[src/rtl/sdram_arbiter.sv]
// sdram_arbiter
//   Shares the single SDRAM port between four requesters:
//   0 = CD/DMA write, 1 = C ROM burst, 2 = S ROM, 3 = 68k/DMA read.
//   Request strobes are latched into PENDING. When the port is idle and the
//   controller is ready, one winner is chosen: lowest index first, unless
//   requester 3 has been waiting STARVE_MAX cycles or more. The winner gets a
//   one-cycle RD/WR start pulse and holds GRANT until the controller's ready
//   flag rises again, at which point DONE pulses for one cycle. A WAIT that
//   outlasts TIMEOUT cycles releases the port without DONE and sets the sticky
//   TIMEOUT_ERR flag.
//
// Ports
//   clk_sys          system clock, rising edge
//   nRESET           asynchronous active-low reset
//   REQ_STB[3:0]     single-cycle request strobes
//   REQ_EN[3:0]      per-requester enables; disabled pending requests are dropped
//   sdram_ready      controller idle flag
//   SDRAM_RD_PULSE   one-cycle read start
//   SDRAM_WR_PULSE   one-cycle write start
//   SDRAM_RD_TYPE    0 single, 1 burst (valid while GRANT is nonzero)
//   GRANT[3:0]       one-hot port owner, 0 when idle
//   DONE[3:0]        one-cycle completion pulse to the owner
//   PENDING[3:0]     latched, not yet granted requests
//   BUSY             GRANT != 0
//   TIMEOUT_ERR      sticky WAIT timeout flag
module sdram_arbiter #(
  parameter logic [3:0]  WR_MASK    = 4'b0001,
  parameter logic [3:0]  BURST_MASK = 4'b0010,
  parameter int unsigned STARVE_MAX = 64,
  parameter int unsigned TIMEOUT    = 255
) (
  input  logic       clk_sys,
  input  logic       nRESET,
  input  logic [3:0] REQ_STB,
  input  logic [3:0] REQ_EN,
  input  logic       sdram_ready,
  output logic       SDRAM_RD_PULSE,
  output logic       SDRAM_WR_PULSE,
  output logic       SDRAM_RD_TYPE,
  output logic [3:0] GRANT,
  output logic [3:0] DONE,
  output logic [3:0] PENDING,
  output logic       BUSY,
  output logic       TIMEOUT_ERR
);

  localparam logic [7:0] STARVE_LIM = 8'(STARVE_MAX);
  localparam logic [7:0] TMO_LAST   = 8'(TIMEOUT - 1);

  typedef enum logic [1:0] {
    ST_IDLE,
    ST_ISSUE,
    ST_WAIT
  } state_t;

  state_t     state_q, state_d;
  logic [3:0] pending_q, pending_d;
  logic [3:0] grant_q, grant_d;
  logic [3:0] done_q, done_d;
  logic       rd_pulse_q, rd_pulse_d;
  logic       wr_pulse_q, wr_pulse_d;
  logic       rd_type_q, rd_type_d;
  logic       terr_q, terr_d;
  logic       ready_q;
  logic [7:0] starve_q, starve_d;
  logic [7:0] tmo_q, tmo_d;

  logic [3:0] eligible;
  logic [3:0] win_oh;
  logic       arb_fire;
  logic       win_is_wr;

  always_comb begin
    eligible = pending_q & REQ_EN;
    // Starved 68k overrides priority; otherwise isolate the lowest set bit.
    if (eligible[3] && (starve_q >= STARVE_LIM)) begin
      win_oh = 4'b1000;
    end else begin
      win_oh = eligible & (~eligible + 4'd1);
    end
    arb_fire  = (state_q == ST_IDLE) && sdram_ready && (|eligible);
    win_is_wr = |(win_oh & WR_MASK);
  end

  always_comb begin
    state_d    = state_q;
    pending_d  = pending_q;
    grant_d    = grant_q;
    done_d     = '0;
    rd_pulse_d = 1'b0;
    wr_pulse_d = 1'b0;
    rd_type_d  = rd_type_q;
    terr_d     = terr_q;
    tmo_d      = tmo_q;
    starve_d   = starve_q;

    case (state_q)
      ST_IDLE: begin
        if (sdram_ready) begin
          pending_d = pending_q & REQ_EN;
          if (|eligible) begin
            grant_d    = win_oh;
            pending_d  = pending_d & ~win_oh;
            wr_pulse_d = win_is_wr;
            rd_pulse_d = ~win_is_wr;
            rd_type_d  = |(win_oh & BURST_MASK);
            state_d    = ST_ISSUE;
          end
        end
      end
      ST_ISSUE: begin
        tmo_d   = '0;
        state_d = ST_WAIT;
      end
      ST_WAIT: begin
        if (!ready_q && sdram_ready) begin
          done_d    = grant_q;
          grant_d   = '0;
          rd_type_d = 1'b0;
          state_d   = ST_IDLE;
        end else if (tmo_q == TMO_LAST) begin
          grant_d   = '0;
          rd_type_d = 1'b0;
          terr_d    = 1'b1;
          state_d   = ST_IDLE;
        end else begin
          tmo_d = tmo_q + 8'd1;
        end
      end
      default: state_d = ST_IDLE;
    endcase

    // New strobes are merged after grant/drop so a strobe for the bit being
    // granted starts a fresh request instead of being lost.
    pending_d = pending_d | REQ_STB;

    if (!pending_q[3] || (arb_fire && win_oh[3])) begin
      starve_d = '0;
    end else if (REQ_EN[3] && !grant_q[3] && (starve_q != 8'hFF)) begin
      starve_d = starve_q + 8'd1;
    end
  end

  always_ff @(posedge clk_sys or negedge nRESET) begin
    if (!nRESET) begin
      state_q    <= ST_IDLE;
      pending_q  <= '0;
      grant_q    <= '0;
      done_q     <= '0;
      rd_pulse_q <= 1'b0;
      wr_pulse_q <= 1'b0;
      rd_type_q  <= 1'b0;
      terr_q     <= 1'b0;
      ready_q    <= 1'b0;
      starve_q   <= '0;
      tmo_q      <= '0;
    end else begin
      state_q    <= state_d;
      pending_q  <= pending_d;
      grant_q    <= grant_d;
      done_q     <= done_d;
      rd_pulse_q <= rd_pulse_d;
      wr_pulse_q <= wr_pulse_d;
      rd_type_q  <= rd_type_d;
      terr_q     <= terr_d;
      ready_q    <= sdram_ready;
      starve_q   <= starve_d;
      tmo_q      <= tmo_d;
    end
  end

  assign SDRAM_RD_PULSE = rd_pulse_q;
  assign SDRAM_WR_PULSE = wr_pulse_q;
  assign SDRAM_RD_TYPE  = rd_type_q;
  assign GRANT          = grant_q;
  assign DONE           = done_q;
  assign PENDING        = pending_q;
  assign BUSY           = |grant_q;
  assign TIMEOUT_ERR    = terr_q;

endmodule

[config.mk]
export PLATFORM = sky130hd
export DESIGN_NAME = sdram_arbiter
export DESIGN_NICKNAME = d
export VERILOG_FILES = /design/src/rtl/sdram_arbiter.sv
export SDC_FILE = /design/constraint.sdc
export NUM_CORES = 1
export LEC_CHECK = 0
export BUFFER_PORTS_ARGS = -buffer_cell sky130_fd_sc_hd__buf_2
export CAP_MARGIN = 15
export CORE_UTILIZATION = 49
export DETAILED_ROUTE_END_ITERATION = 12
export GPL_TIMING_DRIVEN = 0
export PLACE_DENSITY = 0.74
export SYNTH_ARGS = -nofsm -noshare
export SYNTH_HDL_FRONTEND = slang
export SYNTH_SLANG_ARGS = --single-unit
[constraint.sdc]
create_clock -name clk_sys -period 1.4 [get_ports clk_sys]
set_input_delay 0.14 -clock clk_sys [delete_from_list [all_inputs] [get_ports clk_sys]]
set_output_delay 0.14 -clock clk_sys [all_outputs]
set_load 0.05 [all_outputs]
==> run_results.csv <==
group,metric,value,unit
run_status,status,"finished, violations left",
run_status,violations,"setup timing",
clock_tree,cts-buffers-inserted,5,
drt,wl_met3,169,um
worst_setup_path,worstReg2RegEnd,"starve_q[5]$_DFFE_PN0P_",
worst_setup_path,endpoint_kind,"output port",
logic_synthesis,synth_cell_types,49,
cells_and_area,stdcell_area,0.00234,sq mm
logic_synthesis,yosysWarnings,0,
clock_tree,cts_buffer_depth,2,
drt,viasPerCell,5.66,
sta,max-slew-margin-rel,0.514,
worst_setup_path,critical_path_arrival,1480,ps
worst_setup_path,startpoint,"GRANT[2]$_DFFE_PN0P_",
worst_setup_path,r2r_start,"GRANT[3]$_DFFE_PN0P_",
floorplan,coreArea,0.00310,sq mm
drt,antenna_left,0,
grt,track_usage,0.247,
sta,grt_setup_unrepaired,"yes",
floorplan,start_util,0.526,
placed_design,io_buffers,27,
placed_design,placed_area,0.00184,sq mm
floorplan,row_count,20,
cells_and_area,num_antenna_cells,0,
worst_setup_path,crit_end,"BUSY",
cells_and_area,layout-drive-gt1-share,0.512,
floorplan,dieHeight,59.7,um
sta,finalClockSkew,16.9,ps
sta,post-route-period-util,1.16,
logic_synthesis,synth_flop_cell,"dfrtp_1",
clock_tree,cts_tree,"built",
grt,antenna_found_initial,0,
logic_synthesis,yosys.area.top_type_share,0.521,
grt,grt_pass1_vias,1412,
pwr,comb_power_share,0.488,
logic_synthesis,syn_area_per_cell,10.6,sq um
drt,drt_iter0_drc,91,
sta,maxSlewViolCount,0,
clock_tree,clockRootBuffer,"clkbuf_4",
placed_design,hpwlAfterDp,2460,um
worst_setup_path,path_class,"reg -> out",
logic_synthesis,synthCells,154,
drt,via_count,1477,
hold_path,hold_path_depth,3,
pwr,cellPowerDensity,1680,mW/mm^2
pwr,p_leak,1.07,nW
floorplan,io_pins,28,
worst_setup_path,max_stage_delay,540,ps
logic_synthesis,syn_nets,168,
clock_tree,cts_max_level,2,
cells_and_area,fin_nets,230,
worst_setup_path,critPathSlowestCell,"or4_4",
clock_tree,clk_pin_slew,120,ps
cells_and_area,layout_commonest_cell,"buf_2",
pwr,power.switching,1.67,mW
drt,wirelength,4130,um
drt,wl_per_cell,15.8,um
grt,gr-total-overflow,0,
floorplan,die_x,59.7,um
logic_synthesis,synth.yosys.seq_area_share,0.521,
sta,hold_viol,0,
drt,first_pass_iters,6,
worst_setup_path,cp_max_fo,2,
pwr,swShare,0.427,
pwr,power.share.clock,0.153,
logic_synthesis,syn_area,0.00163,sq mm
sta,fin_crit,1620,ps
pwr,ir_drop,0.00100,V
pwr,p_seq_frac,0.359,
sta,final.setup.worst_slack,-218,ps
worst_setup_path,worstSetupStartpointType,"register",
grt,grt_max_degree,35,
grt,grt_pass1_wl,6330,um
sta,setup_violations,20,
cells_and_area,final_util,0.754,
logic_synthesis,synth_area_leaders,"dfrtp_1 (52%), nand2_1 (3.5%), nand3_1 (2.8%)",
worst_setup_path,rrSetupSlack,-100,ps
placed_design,place_congestion,0.866,
logic_synthesis,synth_edf_count,0,
logic_synthesis,synth.largest_area_cell,"dfrtp_1",
logic_synthesis,ys_seq_elements,34,
hold_path,hold_path_class,"in -> reg",
clock_tree,clk_latency,370,ps
sta,max_freq,618,MHz
flow_run,drv_cap,0,
sta,tightest_slew,729,ps
logic_synthesis,async_flop_share,1.00,
worst_setup_path,crit_chain,"or4_4 > buf_8",
clock_tree,cts.sinks,34,
cells_and_area,final_cell_mix,"buf_2 (26), dfrtp_1 (25), buf_4 (19), nand2_1 (13), dfrtp_2 (9)",
drt,m1WireLength,1620,um
drt,drc,0,
pwr,p_int,2.25,mW
drt,highest_layer,"met4",
worst_setup_path,worstPathRequired,1260,ps
cells_and_area,synthToLayoutAreaGrowth,43.5,%
drt,wl_met2,2180,um
floorplan,die-area,0.00356,sq mm
worst_setup_path,ff2ff_path_depth,5,
==> power groups by stage <==
stage               logic, mW  clock network (mW)  registers [mW]
CTS                      1.71               0.605            1.39
finish                   1.92               0.601            1.41
floorplan               0.705                   0            1.68
global route             2.05               0.654            1.43
global placement         1.24                   0            1.42
detailed placement       1.27                   0            1.44
==> sequential cells by signal, indices dropped and copies added (netlist names), 2 cells and up <==
name      flops
starve_q      8
tmo_q         8
DONE          4
GRANT         4
PENDING       4
state_q       2
==> per-layer routing <==
metal,up-vias,global-route usage
li1,696,-
met1,725,0.291
met2,38,0.405
met3,18,0.0519
met4,0,0.163
met5,-,0
==> per-stage QoR <==
stage                     setup TNS [ps]  instances  hold slack [ps]  worst slack, ps  power, mW
after floorplan                    -1710        154             -156             -150       2.39
after global placement             -3290        225              234             -275       2.66
after detailed placement           -3770        225              242             -300       2.71
after CTS                           -650        255             92.3             -220       3.71
after global routing               -2630        261             94.8             -239       4.13
final                              -1110        261             98.1             -218       3.92
==> Yosys cell counts, types with 2 or more instances <==
cell type	n
a21o_2	2
nand2_1	15
inv_1	6
nand2b_1	4
a21o_1	2
nand4_1	2
nand3_1	9
o211a_1	2
and3_1	3
and2_1	3
or3_1	4
o31ai_1	2
nor2_1	6
dfrtp_1	34
a211oi_1	2
ha_1	3
a31oi_1	2
nor3_1	6
mux2i_1	4
a21oi_1	7
o211ai_1	2
o21ai_0	7
==> how the worst min path moves through the flow <==
stage	slack, ps	end	startpoint
after floorplan	-160	DONE[0]$_DFF_PN0_	nRESET
after CTS	90	SDRAM_WR_PULSE$_DFF_PN0_	REQ_EN[0]
after global routing	90	SDRAM_WR_PULSE$_DFF_PN0_	REQ_EN[0]
after detailed placement	240	starve_q[4]$_DFFE_PN0P_	nRESET
after global placement	230	starve_q[3]$_DFFE_PN0P_	nRESET
final	100	SDRAM_WR_PULSE$_DFF_PN0_	REQ_EN[0]
==> worst max-delay path, delay by kind of cell (launching register included) <==
| kind | cells | cell delay (ps) |
|---|---|---|
| buffers and inverters | 1 | 170 |
| flip-flops | 1 | 400 |
| AND/OR/NAND/NOR | 1 | 540 |
==> timing repair <==
action / in CTS / in global routing
hold endpoints to repair: 39 / 0
setup buffers: 17 / 6
pin swaps: 21 / 16
hold buffers: 6 / 0
resized for setup: 36 / 19
setup endpoints to repair: 26 / 25
==> final cells by class <==
| class | count | area [sq um] |
|---|---|---|
| well taps | 44 | 55.1 |
| clock buffers | 6 | 51.3 |
| clock inverters | 2 | 12.5 |
| inverters | 6 | 22.5 |
| plain buffers | 1 | 7.51 |
| repair buffers | 56 | 397 |
| fillers | 213 | 762 |
| flip-flops and latches | 34 | 862 |
| multi-input cells | 112 | 933 |
==> logic make-up (layout without fill, tap and decap cells) <==
logic type	count (synthesis)	in the layout	share of synthesized area
simple gates	61	61	0.204
compound gates	42	42	0.196
flops	34	34	0.521
buf+inv	8	71	0.0207
mux	4	4	0.0245
fa+ha+maj	3	3	0.0230
xor+xnor	2	2	0.0107
Power figures use the tool's default switching activity.
